$ cat src/rtl/masked_gf24_div_pkg.sv
// Shared constants and GF(2^2) helpers for the masked GF(2^4) divider.
// Normal bases: GF(2^4) {Z^4, Z} over GF(2^2) {W^2, W}; norm N = W^2.
package masked_gf24_div_pkg;

   localparam logic [3:0] GF24_ONE = 4'b1111;

   localparam int unsigned RndW     = 10;
   localparam int unsigned RndS1Lsb = 0;
   localparam int unsigned RndS1W   = 2;
   localparam int unsigned RndS2Lsb = 2;
   localparam int unsigned RndS2W   = 4;
   localparam int unsigned RndS3Lsb = 6;
   localparam int unsigned RndS3W   = 4;

   localparam int unsigned LfsrW    = 31;
   // x^31 + x^28 + 1: feedback taps at bits 30 and 27
   localparam logic [LfsrW-1:0] LfsrPoly = 31'h4800_0000;
   localparam logic [LfsrW-1:0] LfsrSeed = 31'h5A5A_5A5A;

   function automatic logic [1:0] gf22_mul(input logic [1:0] x, input logic [1:0] y);
      logic e;
      e = (x[1] ^ x[0]) & (y[1] ^ y[0]);
      return {(x[1] & y[1]) ^ e, (x[0] & y[0]) ^ e};
   endfunction

   function automatic logic [1:0] gf22_sq(input logic [1:0] x);
      return {x[0], x[1]};
   endfunction

   // N * x with N = W^2
   function automatic logic [1:0] gf22_scl_n(input logic [1:0] x);
      return {x[0], x[1] ^ x[0]};
   endfunction

   // N * x^2
   function automatic logic [1:0] gf22_sq_scl(input logic [1:0] x);
      return {x[1], x[1] ^ x[0]};
   endfunction

endpackage

$ cat src/rtl/masked_gf24_div_if.sv
// Handshake and share bus of the masked divider; rnd is absent when INTERNAL_PRNG_EN is defined.
interface masked_gf24_div_if;
   import masked_gf24_div_pkg::*;

   logic            in_valid;
   logic            in_ready;
   logic [3:0]      a0, a1, b0, b1;
`ifndef INTERNAL_PRNG_EN
   logic [RndW-1:0] rnd;
`endif
   logic            out_valid;
   logic            out_ready;
   logic [3:0]      q0, q1;

`ifdef INTERNAL_PRNG_EN
   modport slave  (input  in_valid, a0, a1, b0, b1, out_ready,
                   output in_ready, out_valid, q0, q1);
   modport master (output in_valid, a0, a1, b0, b1, out_ready,
                   input  in_ready, out_valid, q0, q1);
`else
   modport slave  (input  in_valid, a0, a1, b0, b1, rnd, out_ready,
                   output in_ready, out_valid, q0, q1);
   modport master (output in_valid, a0, a1, b0, b1, rnd, out_ready,
                   input  in_ready, out_valid, q0, q1);
`endif
endinterface

$ cat src/rtl/masked_gf24_div_dom_mul.sv
// Two-share DOM GF(2^2) multiplier; combinational, the instantiating stage registers the result.
module masked_gf22_dom_mul
   import masked_gf24_div_pkg::*;
(
   input  logic [1:0] x0_i,
   input  logic [1:0] x1_i,
   input  logic [1:0] y0_i,
   input  logic [1:0] y1_i,
   input  logic [1:0] r_i,
   output logic [1:0] z0_o,
   output logic [1:0] z1_o
);

   // Cross terms are blinded by r before meeting the inner-domain term.
   assign z0_o = (gf22_mul(x0_i, y1_i) ^ r_i) ^ gf22_mul(x0_i, y0_i);
   assign z1_o = (gf22_mul(x1_i, y0_i) ^ r_i) ^ gf22_mul(x1_i, y1_i);

endmodule

$ cat src/rtl/masked_gf24_div.sv
// Three-stage first-order masked GF(2^4) divider q = a / b (q = 0 for b = 0).
// INTERNAL_PRNG_EN replaces the rnd port with an internal 31-bit LFSR.
module masked_gf24_div
   import masked_gf24_div_pkg::*;
(
   input logic              clk,
   input logic              rst,
   masked_gf24_div_if.slave bus
);

   logic [RndW-1:0] rnd;
   logic v1_q, v2_q, v3_q;
   logic ld1, ld2, ld3;
   logic en1, en2, en3;

   // Ready chain only looks downstream, so in_valid never reaches in_ready.
   assign ld3 = ~v3_q | bus.out_ready;
   assign ld2 = ~v2_q | ld3;
   assign ld1 = ~v1_q | ld2;
   assign en1 = ld1 & bus.in_valid;
   assign en2 = ld2 & v1_q;
   assign en3 = ld3 & v2_q;

   assign bus.in_ready  = ld1;
   assign bus.out_valid = v3_q;

`ifdef INTERNAL_PRNG_EN
   logic [LfsrW-1:0] lfsr_q, lfsr_d;
   assign lfsr_d = {lfsr_q[LfsrW-2:0], ^(lfsr_q & LfsrPoly)};
   assign rnd    = lfsr_q[RndW-1:0];

   always_ff @(posedge clk or posedge rst) begin
      if (rst) begin
         lfsr_q <= LfsrSeed;
      end else if (en1 | en2 | en3) begin
         lfsr_q <= lfsr_d;
      end
   end
`else
   assign rnd = bus.rnd;
`endif

   always_ff @(posedge clk or posedge rst) begin
      if (rst) begin
         v1_q <= 1'b0;
         v2_q <= 1'b0;
         v3_q <= 1'b0;
      end else begin
         if (ld1) v1_q <= bus.in_valid;
         if (ld2) v2_q <= v1_q;
         if (ld3) v3_q <= v2_q;
      end
   end

   // Stage 1: d = bh*bl ^ N*(bh^bl)^2
   logic [RndS1W-1:0] r1;
   logic [1:0] s1_p0, s1_p1;
   logic [1:0] s1_d0_d, s1_d1_d, s1_d0_q, s1_d1_q;
   logic [3:0] s1_a0_q, s1_a1_q, s1_b0_q, s1_b1_q;

   assign r1 = rnd[RndS1Lsb +: RndS1W];

   masked_gf22_dom_mul u_s1_mul (
      .x0_i (bus.b0[3:2]),
      .x1_i (bus.b1[3:2]),
      .y0_i (bus.b0[1:0]),
      .y1_i (bus.b1[1:0]),
      .r_i  (r1),
      .z0_o (s1_p0),
      .z1_o (s1_p1)
   );

   assign s1_d0_d = s1_p0 ^ gf22_sq_scl(bus.b0[3:2] ^ bus.b0[1:0]);
   assign s1_d1_d = s1_p1 ^ gf22_sq_scl(bus.b1[3:2] ^ bus.b1[1:0]);

   always_ff @(posedge clk or posedge rst) begin
      if (rst) begin
         s1_d0_q <= '0;
         s1_d1_q <= '0;
         s1_a0_q <= '0;
         s1_a1_q <= '0;
         s1_b0_q <= '0;
         s1_b1_q <= '0;
      end else if (en1) begin
         s1_d0_q <= s1_d0_d;
         s1_d1_q <= s1_d1_d;
         s1_a0_q <= bus.a0;
         s1_a1_q <= bus.a1;
         s1_b0_q <= bus.b0;
         s1_b1_q <= bus.b1;
      end
   end

   // Stage 2: b^-1 = {d^-1 * bl, d^-1 * bh}, d^-1 = d^2
   logic [RndS2W-1:0] r2;
   logic [1:0] s2_dinv0, s2_dinv1;
   logic [1:0] s2_h0, s2_h1, s2_l0, s2_l1;
   logic [3:0] s2_binv0_d, s2_binv1_d, s2_binv0_q, s2_binv1_q;
   logic [3:0] s2_a0_q, s2_a1_q;

   assign r2       = rnd[RndS2Lsb +: RndS2W];
   assign s2_dinv0 = gf22_sq(s1_d0_q);
   assign s2_dinv1 = gf22_sq(s1_d1_q);

   masked_gf22_dom_mul u_s2_mul_h (
      .x0_i (s2_dinv0),
      .x1_i (s2_dinv1),
      .y0_i (s1_b0_q[1:0]),
      .y1_i (s1_b1_q[1:0]),
      .r_i  (r2[1:0]),
      .z0_o (s2_h0),
      .z1_o (s2_h1)
   );

   masked_gf22_dom_mul u_s2_mul_l (
      .x0_i (s2_dinv0),
      .x1_i (s2_dinv1),
      .y0_i (s1_b0_q[3:2]),
      .y1_i (s1_b1_q[3:2]),
      .r_i  (r2[3:2]),
      .z0_o (s2_l0),
      .z1_o (s2_l1)
   );

   assign s2_binv0_d = {s2_h0, s2_l0};
   assign s2_binv1_d = {s2_h1, s2_l1};

   always_ff @(posedge clk or posedge rst) begin
      if (rst) begin
         s2_binv0_q <= '0;
         s2_binv1_q <= '0;
         s2_a0_q    <= '0;
         s2_a1_q    <= '0;
      end else if (en2) begin
         s2_binv0_q <= s2_binv0_d;
         s2_binv1_q <= s2_binv1_d;
         s2_a0_q    <= s1_a0_q;
         s2_a1_q    <= s1_a1_q;
      end
   end

   // Stage 3: q = a * b^-1 in GF(2^4) from three GF(2^2) gadgets
   logic [RndS3W-1:0] r3;
   logic [1:0] s3_hh0, s3_hh1, s3_ll0, s3_ll1, s3_ee0, s3_ee1;
   logic [3:0] q0_d, q1_d, q0_q, q1_q;

   assign r3 = rnd[RndS3Lsb +: RndS3W];

   masked_gf22_dom_mul u_s3_mul_hh (
      .x0_i (s2_a0_q[3:2]),
      .x1_i (s2_a1_q[3:2]),
      .y0_i (s2_binv0_q[3:2]),
      .y1_i (s2_binv1_q[3:2]),
      .r_i  (r3[1:0]),
      .z0_o (s3_hh0),
      .z1_o (s3_hh1)
   );

   masked_gf22_dom_mul u_s3_mul_ll (
      .x0_i (s2_a0_q[1:0]),
      .x1_i (s2_a1_q[1:0]),
      .y0_i (s2_binv0_q[1:0]),
      .y1_i (s2_binv1_q[1:0]),
      .r_i  (r3[3:2]),
      .z0_o (s3_ll0),
      .z1_o (s3_ll1)
   );

   // Mixed-term gadget draws its mask from both slice halves.
   masked_gf22_dom_mul u_s3_mul_ee (
      .x0_i (s2_a0_q[3:2] ^ s2_a0_q[1:0]),
      .x1_i (s2_a1_q[3:2] ^ s2_a1_q[1:0]),
      .y0_i (s2_binv0_q[3:2] ^ s2_binv0_q[1:0]),
      .y1_i (s2_binv1_q[3:2] ^ s2_binv1_q[1:0]),
      .r_i  (r3[1:0] ^ r3[3:2]),
      .z0_o (s3_ee0),
      .z1_o (s3_ee1)
   );

   assign q0_d = {s3_hh0 ^ gf22_scl_n(s3_ee0), s3_ll0 ^ gf22_scl_n(s3_ee0)};
   assign q1_d = {s3_hh1 ^ gf22_scl_n(s3_ee1), s3_ll1 ^ gf22_scl_n(s3_ee1)};

   always_ff @(posedge clk or posedge rst) begin
      if (rst) begin
         q0_q <= '0;
         q1_q <= '0;
      end else if (en3) begin
         q0_q <= q0_d;
         q1_q <= q1_d;
      end
   end

   assign bus.q0 = q0_q;
   assign bus.q1 = q1_q;

endmodule

$ cat src/flat_wrapper.sv
// flat-port wrapper written by rule: the top's interface ports become plain ports
module masked_gf24_div_flat import masked_gf24_div_pkg::*;
  (clk, rst, bus_in_valid, bus_a0, bus_a1, bus_b0, bus_b1, bus_rnd, bus_out_ready, bus_in_ready, bus_out_valid, bus_q0, bus_q1);
  masked_gf24_div_if bus_i ();
  input logic clk;
  input logic rst;
  input wire logic [$bits(bus_i.in_valid)-1:0] bus_in_valid;
  input wire logic [$bits(bus_i.a0)-1:0] bus_a0;
  input wire logic [$bits(bus_i.a1)-1:0] bus_a1;
  input wire logic [$bits(bus_i.b0)-1:0] bus_b0;
  input wire logic [$bits(bus_i.b1)-1:0] bus_b1;
  input wire logic [$bits(bus_i.rnd)-1:0] bus_rnd;
  input wire logic [$bits(bus_i.out_ready)-1:0] bus_out_ready;
  output wire logic [$bits(bus_i.in_ready)-1:0] bus_in_ready;
  output wire logic [$bits(bus_i.out_valid)-1:0] bus_out_valid;
  output wire logic [$bits(bus_i.q0)-1:0] bus_q0;
  output wire logic [$bits(bus_i.q1)-1:0] bus_q1;
  assign bus_i.in_valid = bus_in_valid;
  assign bus_i.a0 = bus_a0;
  assign bus_i.a1 = bus_a1;
  assign bus_i.b0 = bus_b0;
  assign bus_i.b1 = bus_b1;
  assign bus_i.rnd = bus_rnd;
  assign bus_i.out_ready = bus_out_ready;
  assign bus_in_ready = bus_i.in_ready;
  assign bus_out_valid = bus_i.out_valid;
  assign bus_q0 = bus_i.q0;
  assign bus_q1 = bus_i.q1;
  masked_gf24_div u_core (.clk(clk), .rst(rst), .bus(bus_i));
endmodule
$ cat config.mk
export PLATFORM = sky130hd
export DESIGN_NAME = masked_gf24_div_flat
export DESIGN_NICKNAME = d
export VERILOG_FILES = /design/src/rtl/masked_gf24_div_pkg.sv /design/src/rtl/masked_gf24_div_if.sv /design/src/rtl/masked_gf24_div_dom_mul.sv /design/src/rtl/masked_gf24_div.sv /design/src/flat_wrapper.sv
export SDC_FILE = /design/constraint.sdc
export NUM_CORES = 1
export LEC_CHECK = 0
export ABC_CLOCK_PERIOD_IN_PS = 2500
export CORE_UTILIZATION = 51
export DETAILED_ROUTE_END_ITERATION = 12
export GPL_TIMING_DRIVEN = 0
export PLACE_DENSITY = 0.75
export SLEW_MARGIN = 5
export SYNTH_ARGS = -nofsm -noshare
export SYNTH_HDL_FRONTEND = slang
export SYNTH_HIERARCHICAL = 1
export SYNTH_SLANG_ARGS = --single-unit
$ cat constraint.sdc
create_clock -name clk -period 2.5 [get_ports clk]
set_input_delay 0.625 -clock clk [delete_from_list [all_inputs] [get_ports clk]]
set_output_delay 0.625 -clock clk [all_outputs]
set_load 0.02 [all_outputs]
==> results <==
## sequential cells by signal, indices dropped and copies added, names as in the netlist, 4 cells and up
register and count:
u_core/bus.q0 4, u_core/bus.q1 4, u_core/s1_b1_q 4, u_core/s1_a0_q 4, u_core/s1_a1_q 4, u_core/s2_a1_q 4
u_core/s2_binv1_q 4, u_core/s2_binv0_q 4, u_core/s2_a0_q 4, u_core/s1_b0_q 4
## worst max-delay path: cells and delay by family (launching register included)
family,cells,cell delay [ps]
flops,1,470
simple gates,1,350
mux,1,270
compound gates,1,220
xor+xnor,5,1050
## worst max path at each step
stage / slack [ps] / start / to / cells past startpoint
global placement: -340 / bus_b0[0] / u_core/s1_d1_q[0] / 8
finish: 30 / u_core/s2_binv0_q[0] / u_core/bus.q1[2] / 8
detailed placement: -390 / bus_b0[0] / u_core/s1_d0_q[0] / 8
CTS: 2 / u_core/s2_binv0_q[1] / u_core/bus.q0[0] / 8
global route: -120 / u_core/s2_binv1_q[3] / u_core/bus.q1[2] / 8
floorplan: 170 / u_core/s2_binv0_q[0] / u_core/bus.q1[0] / 8
## kinds of logic after synthesis
logic type / count (synthesis) / synth area share [%]
AO/OA/AOI/OAI: 62 / 11.0
flip-flops: 47 / 36.4
buffers and inverters: 11 / 1.97
AND/OR/NAND/NOR: 36 / 7.28
multiplexers: 56 / 20.6
XOR/XNOR: 76 / 22.8
## where the power goes
group          switching (W)  internal [W]  total, W
logic                0.00190       0.00198   0.00388
registers           0.000362       0.00103   0.00139
clock network       0.000287      0.000208  0.000495
## stage by stage
| step | hold WS (ps) | TNS, ps | instance area [sq um] | setup WS [ps] | power, W |
|---|---|---|---|---|---|
| after floorplan | 475 | 0 | 3230 | 171 | 0.00413 |
| after global placement | 486 | -8600 | 3720 | -336 | 0.00472 |
| after detailed placement | 490 | -1450 | 3740 | -389 | 0.00484 |
| after CTS | 514 | 0 | 3840 | 2.40 | 0.00543 |
| after global routing | 535 | -229 | 3960 | -119 | 0.00622 |
| final | 506 | 0 | 3960 | 34.5 | 0.00577 |
## synthesized netlist by cell type, drive strengths merged
master / count / area share, %
nor2b: 24 / 4.6
inv: 8 / 0.93
nand2: 2 / 0.31
o21bai: 1 / 0.23
o21ai: 13 / 2.1
dfrtp: 47 / 36
buf: 3 / 1.0
mux2: 44 / 17
mux2i: 12 / 3.7
nand4b: 1 / 0.46
a31oi: 6 / 1.2
o22ai: 12 / 2.3
xnor3: 2 / 1.4
xnor2: 14 / 5.2
a21oi: 24 / 3.7
nand3b: 1 / 0.23
xor2: 60 / 16
or2b: 2 / 0.46
o211ai: 6 / 1.4
or3: 6 / 1.2
## per-layer routing
metal / wire, um / global-route usage (%) / vias to the layer above
li1: - / - / 1118
met1: 2840 / 26.1 / 1095
met2: 3080 / 34.3 / 33
met3: 110 / 2.33 / 9
met4: 96 / 5.79 / 0
met5: 0 / 0 / -
## layout make-up
class	instances	share of cell area, %
buffer	3	0.853
clock inverter	3	0.695
tap	75	2.37
clock buffer	5	1.74
timing repair buffer	44	11.3
multi-input combinational	230	52.5
inverter	8	0.758
sequential	47	29.8
## what timing repair did
item | 4_1_cts | 5_1_grt
pin swaps | 0 | 5
setup endpoints to repair | 6 | 6
setup buffers | 1 | 3
resized for setup | 4 | 19
==> key figures <==
Worst setup path
  • Max stage delay on crit path: 470 ps
  • Worst path cell trace: xor2_2, xor2_2, or3_1, a31oi_1, xor2_1, xor2_1, xor2_1, mux2_2
  • R2r setup slk: 30 ps
  • Setup CP Type: flop to flop
  • CP Capture Type: flop
  • Top cell by count, worst path: xor2_1
  • Crit path DAT: 2670 ps
  • Worst R2R Start: u_core/s2_binv0_q[0]
  • Startpoint Class: flop
  • RR Endpoint: u_core/bus.q1[2]
  • Crit-path max FO: 4
  • Crit path max-delay cell type: dfrtp_1
  • Reg2Reg Depth: 8
  • CP Data Required Time: 2700 ps

CTS
  • Worst-case clock buffer depth: 2
  • CTS hold repair buffers: 0
  • Num CTS Buffers: 5
  • Clock Latency Late Sink: 300 ps
  • TritonCTS clock tree: built
  • H-tree Lvls: 2
  • Clock-pin slew on the worst setup and hold paths: 100 ps
  • Root Driver: clkbuf_8
  • Clock sinks: 47

STA
  • Unrepaired setup endpoints after global routing: yes
  • Tmin final: 2470 ps
  • Pins Over Slew Limit: 0
  • Max Clock Freq: 406 MHz
  • Final setup vio count: 0
  • Actual slew at the worst max-slew pin: 458 ps
  • Final cycle utilization of the critical path: 98.6%
  • Final hold violations: 0
  • Worst slew margin: 69.5%
  • Setup Skew: 7.98 ps

Routing
  • Final ANT Viol Nets: 0
  • Final WL: 6.13 mm
  • Via density: 5.43
  • Via count: 2255
  • DR WL/cell: 14.8 um
  • DR DRC count: 0
  • DRT Pass-1 Iters: 4
  • Initial drt markers: 109

Die
  • Num rows: 28
  • Die extent in y: 81.6 um
  • I/O pin count: 40
  • Die area: 6660 sq um
  • Core Area: 6030 sq um
  • Die X: 81.6 um
  • Starting Density: 53.6%

Min path
  • Endpoint, Worst Hold: u_core/s2_a0_q[2]
  • Tightest Hold Check Type: flop to flop
  • Hold depth: 1
  • Hold_sp: u_core/s1_a0_q[2]

Finish
  • Layout cells sized above 1: 25.0%
  • Most frequent cells in the layout: 52 x xor2_1, 43 x dfrtp_1, 32 x clkdlybuf4s50_1
  • Post-layout util: 65.7%
  • Multi-input logic area: 2080 sq um
  • Area Overhead vs Synth: 22.6%
  • Layout Cells excl Fill: 415
  • Layout net count: 369
  • Fill count: 486
  • Commonest non-fill, non-tap cell in the layout: xor2_1
  • Number of diodes: 0
  • Storage element area: 1180 sq um

Pwr
  • Max VDD drop: 1.21 mV
  • Pwr dens: 1460 nW/um^2
  • Cell leakage power: 1.72 nW

Synthesis
  • Post-synthesis sequential area ratio: 36.4%
  • Syn Area/Cell: 11.2 sq um
  • Synth unique cells: 24
  • Post-Synthesis Cells: 288
  • Number of synthesized register bits: 47
  • Syn nets: 318
  • Post-synth design cell area: 3230 sq um
  • Synth warn: 6

Placement
  • Port Buffers: 39
  • DP Cell Count: 403
  • GPL Wtd Cong: 0.788
  • HPWL Detailed: 4.64 mm

GRT
  • Grt ovf: 0
  • Tot GR Track Use: 19.8%
  • First-pass GRT wire length: 10.0 mm
  • Initial antenna violation count: 0
  • Largest net degree at the start of global routing: 40
  • Vias in the first global route: 2083

Flow run
  • Number of max-cap violations: 0

Outcome
  • Status: finished, final reports clean
No activity file was read; power rests on OpenSTA's default activity.
